## config.mk

```make
export PLATFORM = sky130hd
export DESIGN_NAME = spi_regfile_peripheral_flat
export DESIGN_NICKNAME = d
export VERILOG_FILES = /design/src/rtl/spi_pkg.sv /design/src/rtl/spi_regfile_peripheral_if.sv /design/src/rtl/spi_sync_edge.sv /design/src/rtl/spi_regfile_peripheral.sv /design/src/flat_wrapper.sv
export SDC_FILE = /design/constraint.sdc
export NUM_CORES = 1
export LEC_CHECK = 0
export CAP_MARGIN = 20
export CORE_ASPECT_RATIO = 1.25
export CORE_MARGIN = 5
export CORE_UTILIZATION = 35
export CTS_BUF_LIST = sky130_fd_sc_hd__clkbuf_16
export DETAILED_ROUTE_END_ITERATION = 10
export PLACE_DENSITY_LB_ADDON = 0.08
export SETUP_SLACK_MARGIN = 0.4
export SYNTH_ARGS = -nofsm -noshare
export SYNTH_HDL_FRONTEND = slang
export SYNTH_SLANG_ARGS = --single-unit
export TNS_END_PERCENT = 5
```

## constraint.sdc

```tcl
create_clock -name clk -period 3.2 [get_ports clk]
set_clock_uncertainty 0.05 [all_clocks]
set_input_delay 0.96 -clock clk [delete_from_list [all_inputs] [get_ports clk]]
set_output_delay 0.96 -clock clk [all_outputs]
set_load 0.01 [all_outputs]
```

## src/rtl/spi_pkg.sv

```systemverilog
// Shared types and helpers for the SPI register-file peripheral.
// Frame layout, MSB first: [rw][addr][data].
package spi_pkg;

   localparam logic RW_WRITE = 1'b1;
   localparam logic RW_READ  = 1'b0;

   // Frame receive progress
   typedef enum logic [1:0] {
      IDLE = 2'd0,   // chip not selected
      CMD  = 2'd1,   // receiving rw + address
      DATA = 2'd2,   // receiving data field
      DONE = 2'd3    // frame complete, extra bits ignored
   } spi_state_t;

   // Total bits in one frame
   function automatic int frame_w(input int addr_w, input int data_w);
      return 1 + addr_w + data_w;
   endfunction

endpackage

```

## src/rtl/spi_regfile_peripheral_if.sv

```systemverilog
// Chip-side SPI pins of the register-file peripheral (after the pads).
interface spi_regfile_peripheral_if;
   logic SCLK;
   logic nCS;
   logic COPI;
   logic CIPO;
   logic cipo_oe;

   modport master (output SCLK, nCS, COPI, input CIPO, cipo_oe);
   modport slave  (input SCLK, nCS, COPI, output CIPO, cipo_oe);
endinterface

```

## src/rtl/spi_sync_edge.sv

```systemverilog
// Multi-flop synchroniser for an asynchronous pin with rise/fall pulses.
// IDLE_VAL is the level the chain takes on reset, so no spurious edge is
// seen while the pin sits at its idle level.
module spi_sync_edge #(
   parameter int   STAGES   = 2,
   parameter logic IDLE_VAL = 1'b0
) (
   input  logic clk,
   input  logic rst,
   input  logic async_in,
   output logic level,
   output logic rise,
   output logic fall
);
   logic [STAGES-1:0] sync_reg;
   logic              prev_reg;

   // Shift the pin through the synchroniser chain and keep last level
   always_ff @(posedge clk) begin
      if (rst) begin
         sync_reg <= {STAGES{IDLE_VAL}};
         prev_reg <= IDLE_VAL;
      end else begin
         sync_reg <= {sync_reg[STAGES-2:0], async_in};
         prev_reg <= sync_reg[STAGES-1];
      end
   end

   assign level = sync_reg[STAGES-1];
   assign rise  = sync_reg[STAGES-1] & ~prev_reg;
   assign fall  = ~sync_reg[STAGES-1] & prev_reg;
endmodule

```

## src/rtl/spi_regfile_peripheral.sv

```systemverilog
// SPI mode-0 target exposing NUM_REGS registers of DATA_W bits with write
// and read-back frames. Writes commit one clk after the final bit is seen
// and pulse wr_strobe; the old register value is shifted out on CIPO.
// Optional macro SPI_FRAME_ERR_EN adds err_count, a saturating count of
// aborted and overlong frames.
module spi_regfile_peripheral
   import spi_pkg::*;
#(
   parameter int NUM_REGS    = 8,
   parameter int DATA_W      = 8,
   parameter int ADDR_W      = 7,
   parameter int SYNC_STAGES = 2
) (
   input  logic                       clk,
   input  logic                       rst,
`ifdef SPI_FRAME_ERR_EN
   output logic [7:0]                 err_count,
`endif
   spi_regfile_peripheral_if.slave    spi,
   output logic [NUM_REGS*DATA_W-1:0] regs,
   output logic                       wr_strobe,
   output logic [ADDR_W-1:0]          wr_addr
);
   localparam int FRAME_W = frame_w(ADDR_W, DATA_W);
   localparam int CNT_W   = $clog2(FRAME_W + 1);

   logic sclk_level_unused, sclk_rise, sclk_fall;
   logic ncs_level, ncs_rise, ncs_fall;
   logic copi_level, copi_rise_unused, copi_fall_unused;

   spi_sync_edge #(.STAGES(SYNC_STAGES), .IDLE_VAL(1'b0)) u_sync_sclk (
      .clk(clk), .rst(rst), .async_in(spi.SCLK),
      .level(sclk_level_unused), .rise(sclk_rise), .fall(sclk_fall));

   spi_sync_edge #(.STAGES(SYNC_STAGES), .IDLE_VAL(1'b1)) u_sync_ncs (
      .clk(clk), .rst(rst), .async_in(spi.nCS),
      .level(ncs_level), .rise(ncs_rise), .fall(ncs_fall));

   spi_sync_edge #(.STAGES(SYNC_STAGES), .IDLE_VAL(1'b0)) u_sync_copi (
      .clk(clk), .rst(rst), .async_in(spi.COPI),
      .level(copi_level), .rise(copi_rise_unused), .fall(copi_fall_unused));

   spi_state_t         state_reg;
   logic [CNT_W-1:0]   cnt_reg;
   logic [FRAME_W-1:0] shift_in_reg;
   logic [DATA_W-1:0]  shift_out_reg;
   logic               cipo_reg;
   logic               wr_strobe_reg;
   logic [ADDR_W-1:0]  wr_addr_reg;
   logic [DATA_W-1:0]  regs_reg [NUM_REGS];

   logic               bit_rise, bit_fall;
   logic [CNT_W-1:0]   cnt_next;
   logic [FRAME_W-1:0] shift_next;
   logic [ADDR_W-1:0]  rd_addr;
   logic [DATA_W-1:0]  rd_data;
   logic [ADDR_W-1:0]  commit_addr;
   logic [DATA_W-1:0]  commit_data;
   logic               addr_last, frame_done, addr_ok, commit;

   // Edges are gated by the frame state rather than the live nCS level so
   // that a final SCLK rise seen together with the nCS rise still commits.
   assign bit_rise    = sclk_rise & (state_reg != IDLE);
   assign bit_fall    = sclk_fall & (state_reg != IDLE);
   assign cnt_next    = cnt_reg + CNT_W'(1);
   assign shift_next  = {shift_in_reg[FRAME_W-2:0], copi_level};
   assign rd_addr     = shift_next[ADDR_W-1:0];
   assign commit_addr = shift_next[DATA_W +: ADDR_W];
   assign commit_data = shift_next[DATA_W-1:0];
   assign addr_last   = bit_rise && (state_reg == CMD)  && (cnt_next == CNT_W'(1 + ADDR_W));
   assign frame_done  = bit_rise && (state_reg == DATA) && (cnt_next == CNT_W'(FRAME_W));
   assign addr_ok     = {1'b0, commit_addr} < (ADDR_W+1)'(NUM_REGS);
   assign commit      = frame_done && (shift_next[FRAME_W-1] == RW_WRITE) && addr_ok;

   // Read-back mux; unimplemented addresses read as zero
   always_comb begin
      rd_data = '0;
      for (int i = 0; i < NUM_REGS; i++) begin
         if (rd_addr == ADDR_W'(i)) rd_data = regs_reg[i];
      end
   end

   // Frame FSM: bit capture, read-data shifting, commit strobe
   always_ff @(posedge clk) begin
      if (rst) begin
         state_reg     <= IDLE;
         cnt_reg       <= '0;
         shift_in_reg  <= '0;
         shift_out_reg <= '0;
         cipo_reg      <= 1'b0;
         wr_strobe_reg <= 1'b0;
         wr_addr_reg   <= '0;
      end else begin
         wr_strobe_reg <= commit;
         if (commit) wr_addr_reg <= commit_addr;

         if (bit_rise) begin
            unique case (state_reg)
               CMD: begin
                  shift_in_reg <= shift_next;
                  cnt_reg      <= cnt_next;
                  if (addr_last) begin
                     shift_out_reg <= rd_data;
                     state_reg     <= DATA;
                  end
               end
               DATA: begin
                  shift_in_reg <= shift_next;
                  cnt_reg      <= cnt_next;
                  if (frame_done) state_reg <= DONE;
               end
               default: ;
            endcase
         end

         // Zeros are shifted in, so CIPO idles low outside the data field
         if (bit_fall) begin
            cipo_reg      <= shift_out_reg[DATA_W-1];
            shift_out_reg <= shift_out_reg << 1;
         end

         if (ncs_rise) state_reg <= IDLE;

         if (ncs_fall) begin
            state_reg     <= CMD;
            cnt_reg       <= '0;
            shift_in_reg  <= '0;
            shift_out_reg <= '0;
            cipo_reg      <= 1'b0;
         end
      end
   end

   genvar gi;
   generate
      for (gi = 0; gi < NUM_REGS; gi++) begin : g_reg
         // Register gi takes the data field of a committed write to it
         always_ff @(posedge clk) begin
            if (rst)
               regs_reg[gi] <= '0;
            else if (commit && (commit_addr == ADDR_W'(gi)))
               regs_reg[gi] <= commit_data;
         end
         assign regs[gi*DATA_W +: DATA_W] = regs_reg[gi];
      end
   endgenerate

`ifdef SPI_FRAME_ERR_EN
   logic       overlong_reg;
   logic [7:0] err_count_reg;
   logic       frame_err;

   assign frame_err = ncs_rise &&
                      ((state_reg == CMD) ||
                       ((state_reg == DATA) && !frame_done) ||
                       ((state_reg == DONE) && (overlong_reg || bit_rise)));

   // Track excess bits and count bad frames, saturating at 255
   always_ff @(posedge clk) begin
      if (rst) begin
         overlong_reg  <= 1'b0;
         err_count_reg <= '0;
      end else begin
         if (ncs_fall)
            overlong_reg <= 1'b0;
         else if (bit_rise && (state_reg == DONE))
            overlong_reg <= 1'b1;
         if (frame_err && (err_count_reg != 8'hFF))
            err_count_reg <= err_count_reg + 8'd1;
      end
   end

   assign err_count = err_count_reg;
`endif

   assign spi.cipo_oe = ~ncs_level;
   assign spi.CIPO    = cipo_reg & ~ncs_level;
   assign wr_strobe   = wr_strobe_reg;
   assign wr_addr     = wr_addr_reg;
endmodule
```

## src/flat_wrapper.sv

```systemverilog
// flat-port wrapper written by rule: the top's interface ports become plain ports
module spi_regfile_peripheral_flat import spi_pkg::*;
#(
   parameter int NUM_REGS    = 8,
   parameter int DATA_W      = 8,
   parameter int ADDR_W      = 7,
   parameter int SYNC_STAGES = 2
)
  (clk, rst, regs, wr_strobe, wr_addr, spi_SCLK, spi_nCS, spi_COPI, spi_CIPO, spi_cipo_oe);
  spi_regfile_peripheral_if spi_i ();
  input  logic clk;
  input  logic rst;
  output logic [NUM_REGS*DATA_W-1:0] regs;
  output logic wr_strobe;
  output logic [ADDR_W-1:0] wr_addr;
  input wire logic [$bits(spi_i.SCLK)-1:0] spi_SCLK;
  input wire logic [$bits(spi_i.nCS)-1:0] spi_nCS;
  input wire logic [$bits(spi_i.COPI)-1:0] spi_COPI;
  output wire logic [$bits(spi_i.CIPO)-1:0] spi_CIPO;
  output wire logic [$bits(spi_i.cipo_oe)-1:0] spi_cipo_oe;
  assign spi_i.SCLK = spi_SCLK;
  assign spi_i.nCS = spi_nCS;
  assign spi_i.COPI = spi_COPI;
  assign spi_CIPO = spi_i.CIPO;
  assign spi_cipo_oe = spi_i.cipo_oe;
  spi_regfile_peripheral #(.NUM_REGS(NUM_REGS), .DATA_W(DATA_W), .ADDR_W(ADDR_W), .SYNC_STAGES(SYNC_STAGES)) u_core (.clk(clk), .rst(rst), .spi(spi_i), .regs(regs), .wr_strobe(wr_strobe), .wr_addr(wr_addr));
endmodule
```

==> results_dict.tcl, run 1 <==
set metrics [dict create \
    worstPathMaxFanout 11 \
    rrSetupSlack_ns 0.41 \
    antenna_found_initial 0 \
    crit_path_start_kind "flop" \
    worst_pin_slew_ns 0.703 \
    io_pins 79 \
    die_w_um 115 \
    grt-ovfl-total 0 \
    antenna_left 0 \
    clkTransAtPathRegs_ns 0.08 \
    fp.dieArea_sq_um 16300 \
    rsz0062_at_grt "yes" \
    synthFlopType "edfxtp_1" \
    cts-root-buf "clkbuf_16" \
    synthDistinctLibCells 42 \
    num-fill-cells 1354 \
    fmax_mhz 358 \
    syn_area_per_cell_sq_um 10.7 \
    ys_ff_latch 111 \
    grt_pass1_vias 3689 \
    htree_levels 3 \
    status "completed" \
    crit_family "simple AND/OR/NAND/NOR gates" \
    crit_slowest_cell "or3b_1" \
    setup_viol 0 \
    r2r-start "u_core.cnt_reg[0]" \
    layout.nets 553 \
    post_drt_wl_per_cell_um 18.8 \
    yosysWarnings 0 \
    synth-edff-count 64 \
    clockBufferDepth 2 \
    power_leakage_nw 2.06 \
    cp_num_buf_inv 1 \
    maxSlewHeadroom_pct 52.9 \
    ys_async_sr_fraction_pct 0 \
    routed_wl_um 13600 \
    drc_errors 0 \
    fin_setup_tns_ns 0 \
    powerDensity_nw_per_um2 464 \
    postCtsHoldBufs 0 \
    critical_path.cell_chain "ha_1 > xnor2_1 > nand4_1 > nor3_4 > or3b_1 > o21ai_1 > buf_4" \
    drive_above_1_share_pct 10.6 \
    register_area_sq_um 2860 \
    grt_usage_pct 17.0 \
    first_pass_iters 4 \
    dp_hpwl_um 9900 \
    syn_inst 453 \
    areaGrowthSynthToFinish_pct 28.7 \
    tritoncts "done" \
    portBuffers 78 \
    min_from "u_core.u_sync_ncs.sync_reg[0]" \
    cp.arrival_ns 2.80 \
    grt_max_degree 31 \
    n_antenna_cell 0 \
    largest_register_ffs 64 \
    gp_congestion 0.835 \
    max_stage_delay_ns 0.58 \
    yosysSeqAreaShare_pct 59.2 \
    clk_latency_ns 0.35 \
    hp-class "reg2reg" \
    fin_crit_sh_pct 87.3 \
    max-cap-violations 0 \
    multi_input_area_sq_um 1820 \
    cp-end-kind "flop" \
    ir_worst_vdd_uv 279 \
    total_power_mw 2.89 \
    syn_area_sq_um 4840 \
    finalHoldViolations 0 \
    die_h_um 141 \
    cts_made_buffers 9 \
    critPathLaunch "u_core.cnt_reg[0]" \
    slew_violations 0 \
    syn_nets 465 \
    via_per_inst 5.02 \
    rows 48 \
    worstPathRequired_ns 3.21 \
    cts.sinks 111 \
    vias 3623 \
    coreArea_sq_um 13700 \
    drtIter0Drc 164 \
    grt_pass1_wl_um 21100 \
    layout_min_cycle_time_ns 2.79 \
    initial_core_util_pct 35.3 \
    path_class "reg2reg" \
]
worst reg2reg max path, stage by stage, from the launching register on:
cell,delay (ns)
dfxtp_1,0.44
ha_1,0.33
xnor2_1,0.15
nand4_1,0.26
nor3_4,0.28
or3b_1,0.58
o21ai_1,0.20
buf_4,0.21
routing by layer:
| layer | up-vias | wire (um) | track usage, % |
|---|---|---|---|
| met5 | - | 0 | 0 |
| met4 | 0 | 200 | 5.01 |
| met3 | 14 | 640 | 2.47 |
| met2 | 91 | 7050 | 30.5 |
| met1 | 1746 | 5670 | 21.2 |
| li1 | 1772 | - | - |
cell families after synthesis:
group                    count (synthesis)  share of synthesized area, %
AND/OR/NAND/NOR                        187                          17.5
XOR/XNOR                                 4                         0.725
flip-flops                             111                          59.2
adder cells (fa/ha/maj)                  7                          1.81
multiplexers                            21                          6.68
AO/OA/AOI/OAI                           83                          10.7
buffers and inverters                   40                          3.42
worst paths after layout:
check                                                endpoint  depth (start not counted)
worst max-delay path                    u_core.regs_reg[1][4]                          7
worst min-delay path            u_core.u_sync_ncs.sync_reg[1]                          1
worst max register to register          u_core.regs_reg[1][4]                          7
worst min register to register  u_core.u_sync_ncs.sync_reg[1]                          1
power by group:
group | total [mW] | leakage (nW) | internal, mW | switching, mW
Clock | 1.16 | 0.148 | 0.619 | 0.538
Sequential | 1.56 | 1.04 | 1.54 | 0.0209
Combinational | 0.175 | 0.875 | 0.0864 | 0.0888
Total | 2.89 | 2.06 | 2.24 | 0.647
final cells by class:
cell class                      count  share of cell area (%)
Clock inverter                      7                    1.29
Timing Repair Buffer              101                    15.3
Tap cell                          175                    3.52
Inverter                           16                   0.965
Multi-Input combinational cell    302                    29.3
Clock buffer                        9                    3.62
Sequential cell                   111                    46.0
cells in the mapped netlist, types with 2 or more instances:
| cell | number | area share (%) |
|---|---|---|
| nand3b_1 | 3 | 0.47 |
| clkbuf_1 | 18 | 1.4 |
| nand2b_1 | 7 | 0.91 |
| mux4_2 | 9 | 4.2 |
| and2_1 | 5 | 0.65 |
| edfxtp_1 | 64 | 40 |
| nor2_1 | 83 | 6.4 |
| xnor2_1 | 3 | 0.54 |
| a21boi_0 | 2 | 0.31 |
| o211ai_1 | 7 | 1.1 |
| inv_1 | 16 | 1.2 |
| or2_2 | 4 | 0.52 |
| o22ai_1 | 7 | 0.91 |
| nor2b_1 | 14 | 1.8 |
| nand2_1 | 53 | 4.1 |
| or3_1 | 3 | 0.39 |
| nor3b_1 | 2 | 0.31 |
| a22oi_1 | 7 | 1.1 |
| ha_1 | 7 | 1.8 |
| nor3_1 | 3 | 0.31 |
| a211oi_1 | 8 | 1.2 |
| mux2i_1 | 12 | 2.5 |
| o21ai_0 | 11 | 1.1 |
| dfxtp_1 | 47 | 19 |
| nor4_1 | 3 | 0.39 |
| nand4_1 | 3 | 0.39 |
| a21oi_1 | 35 | 3.6 |
| buf_2 | 3 | 0.31 |
repair_timing:
action | in CTS | in global routing
setup buffers | 0 | 2
resized for setup | 1 | 1
pin swaps | 0 | 0
cloned | 0 | 0
endpoints found under the setup margin | 24 | 62
cell usage in the layout (no fill, tap or decap), types with 4 or more instances in the layout:
| master | Yosys | final |
|---|---|---|
| clkdlybuf4s50_1 | 0 | 78 |
| buf_4 | 1 | 23 |
| inv_1 | 16 | 16 |
| mux4_2 | 9 | 9 |
| edfxtp_1 | 64 | 64 |
| nand2_1 | 53 | 53 |
| o211ai_1 | 7 | 7 |
| nand2b_1 | 7 | 7 |
| mux2i_1 | 12 | 12 |
| dfxtp_1 | 47 | 47 |
| and2_1 | 5 | 5 |
| a22oi_1 | 7 | 7 |
| clkbuf_16 | 0 | 9 |
| or2_2 | 4 | 4 |
| o21ai_0 | 11 | 9 |
| nor2_1 | 83 | 83 |
| a21oi_1 | 35 | 35 |
| a211oi_1 | 8 | 8 |
| ha_1 | 7 | 7 |
| o22ai_1 | 7 | 7 |
| nor2b_1 | 14 | 14 |
metrics by stage:
stage	worst slack [ns]	std cells	cell area [sq um]	hold slack (ns)	util (%)
floorplan	0.348	453	4840	0.339	-
global placement	0.431	703	5890	0.361	43.0
detailed placement	0.334	703	5890	0.359	43.0
CTS	0.360	719	6200	0.377	45.3
global route	0.153	721	6220	0.396	45.5
finish	0.406	721	6220	0.371	45.5
Note: power is estimated with default switching activity, not from simulation.
==> inputs of run 2 (changes only) <==
CORE_UTILIZATION = 48   (was 35)
CTS_CLUSTER_SIZE = 14   (was unset)
==> run 2 against run 1 <==
Flip-flop and latch count unchanged. Global-route usage is 3.0 points higher. First-iteration DRC count increased by 30%. Via count increased by 2.2%. Sequential share of layout area up 0.98 points. Worst hold slack got worse by 0.0085 ns. Total power shrank 6.0%. Setup slack better by 0.092 ns. Combinational power about the same. Die area down 25%. Critical path type unchanged. Critical endpoint is now u_core.regs_reg[0][2].
==> results_dict.tcl, run 2 (synthesized netlist as in run 1, its figures left out) <==
set metrics [dict create \
    gp_congestion 0.824 \
    worst_pin_slew_ns 0.626 \
    drive_above_1_share_pct 9.56 \
    max_stage_delay_ns 0.49 \
    dp_cells 657 \
    grt_pass1_wl_um 18700 \
    layout_commonest_cell "nor2_1" \
    status "completed" \
    first_pass_iters 5 \
    grt_max_degree 34 \
    critical_path.cell_chain "ha_1 > xnor2_1 > nand4_1 > nor3_4 > or3b_1 > o21ai_2" \
    clkTransAtPathRegs_ns 0.07 \
    initial_core_util_pct 48.3 \
    grt_pass1_vias 3556 \
    tritoncts "done" \
    cts_made_buffers 9 \
    rrSetupSlack_ns 0.50 \
    dp_hpwl_um 8720 \
    vias 3702 \
    areaGrowthSynthToFinish_pct 26.0 \
    slew_violations 0 \
    crit_slowest_cell "o21ai_2" \
    fin_crit_sh_pct 84.5 \
    worstPathRequired_ns 3.13 \
    grt-ovfl-total 0 \
    holdWs_ns 0.363 \
    maxSlewHeadroom_pct 58.3 \
    post_drt_wl_per_cell_um 17.7 \
    via_per_inst 5.50 \
    die_h_um 122 \
    n_antenna_cell 0 \
    cts.sinks 111 \
    routed_wl_um 11900 \
    grt_usage_pct 20.0 \
    stdcell_count 673 \
    die_w_um 99.8 \
    fmax_mhz 370 \
    rsz0062_at_grt "yes" \
    io_pins 79 \
    powerDensity_nw_per_um2 446 \
    cts-root-buf "clkbuf_16" \
    antenna_left 0 \
    layout_common_cells "nor2_1 (83), clkdlybuf4s50_1 (78), edfxtp_1 (64), nand2_1 (53), dfxtp_1 (47)" \
    portBuffers 78 \
    layout_min_cycle_time_ns 2.70 \
    clockBufferDepth 2 \
    hp-class "reg2reg" \
    layout.nets 551 \
    htree_levels 3 \
    power_leakage_nw 2.04 \
    max-cap-violations 0 \
    coreArea_sq_um 10000 \
    cts_setup_buffers 0 \
    num-fill-cells 875 \
    clk_latency_ns 0.34 \
    crit_path_start_kind "flop" \
    final_area_sq_um 6090 \
    ir_worst_vdd_uv 265 \
    total_power_mw 2.72 \
    drtIter0Drc 213 \
    placed_cell_area_sq_um 5830 \
    drc_errors 0 \
    cp.arrival_ns 2.63 \
    antenna_found_initial 0 \
    rows 41 \
    finalHoldViolations 0 \
    worstPathMaxFanout 8 \
    path_class "reg2reg" \
    cp-end-kind "flop" \
    fp.dieArea_sq_um 12200 \
    fin_setup_tns_ns 0 \
    setup_viol 0 \
    largest_register_ffs 64 \
]
-- run 2: cell count changes in the layout (fill, tap and decap cells not counted), sizes merged --
cell and change:
clkinv +2, clkinvlp -1, bufinv -1, buf -2
-- run 2: cell type report --
| class | instances | area (sq um) | share of cell area [%] |
|---|---|---|---|
| well taps | 129 | 161 | 2.65 |
| flip-flops and latches | 111 | 2860 | 47.0 |
| inverters | 16 | 60.1 | 0.985 |
| repair buffers | 99 | 938 | 15.4 |
| multi-input cells | 302 | 1820 | 29.8 |
| clock inverters | 7 | 30.0 | 0.493 |
| clock buffers | 9 | 225 | 3.70 |
-- run 2: repair_timing --
action                     CTS  global route
hold endpoints to repair     0             0
hold buffers                 0             0
gates resized for setup      0             1
setup endpoints to repair    0            24
-- run 2: metal layers --
metal  share of wire (%)  up-vias  track usage (%)
met3                 6.4       17             3.47
met2                  53      137             36.2
li1                    -     1765                -
met4                 2.0        0             7.34
met1                  39     1783             23.7
met5                   0        -                0
-- run 2: worst max-delay path, delay by kind of cell (launching register included) --
kind	cells	cell delay, ns
and+or+nand+nor	3	0.89
AOI/OAI and AO/OA	1	0.49
DFF	1	0.44
adders and majority gates	1	0.32
xor gates and xnor gates	1	0.15
-- run 2: report_power, final --
group | leakage [nW] | internal (mW) | switching (mW)
Sequential | 1.04 | 1.54 | 0.0194
Clock | 0.134 | 0.514 | 0.473
Combinational | 0.864 | 0.0868 | 0.0862
-- run 2: through the flow --
| step | utilization [%] | setup slack (ns) |
|---|---|---|
| after floorplan | - | 0.348 |
| after global routing | 60.9 | 0.342 |
| after global placement | 58.3 | 0.518 |
| after detailed placement | 58.3 | 0.495 |
| final | 60.9 | 0.497 |
| after CTS | 60.9 | 0.483 |
-- run 2: path summary, 6_finish.rpt --
check                                       end  cells after the start                          start
setup / recovery          u_core.regs_reg[0][2]                      6              u_core.cnt_reg[0]
hold / removal    u_core.u_sync_ncs.sync_reg[1]                      1  u_core.u_sync_ncs.sync_reg[0]
setup reg to reg          u_core.regs_reg[0][2]                      6              u_core.cnt_reg[0]
hold reg to reg   u_core.u_sync_ncs.sync_reg[1]                      1  u_core.u_sync_ncs.sync_reg[0]
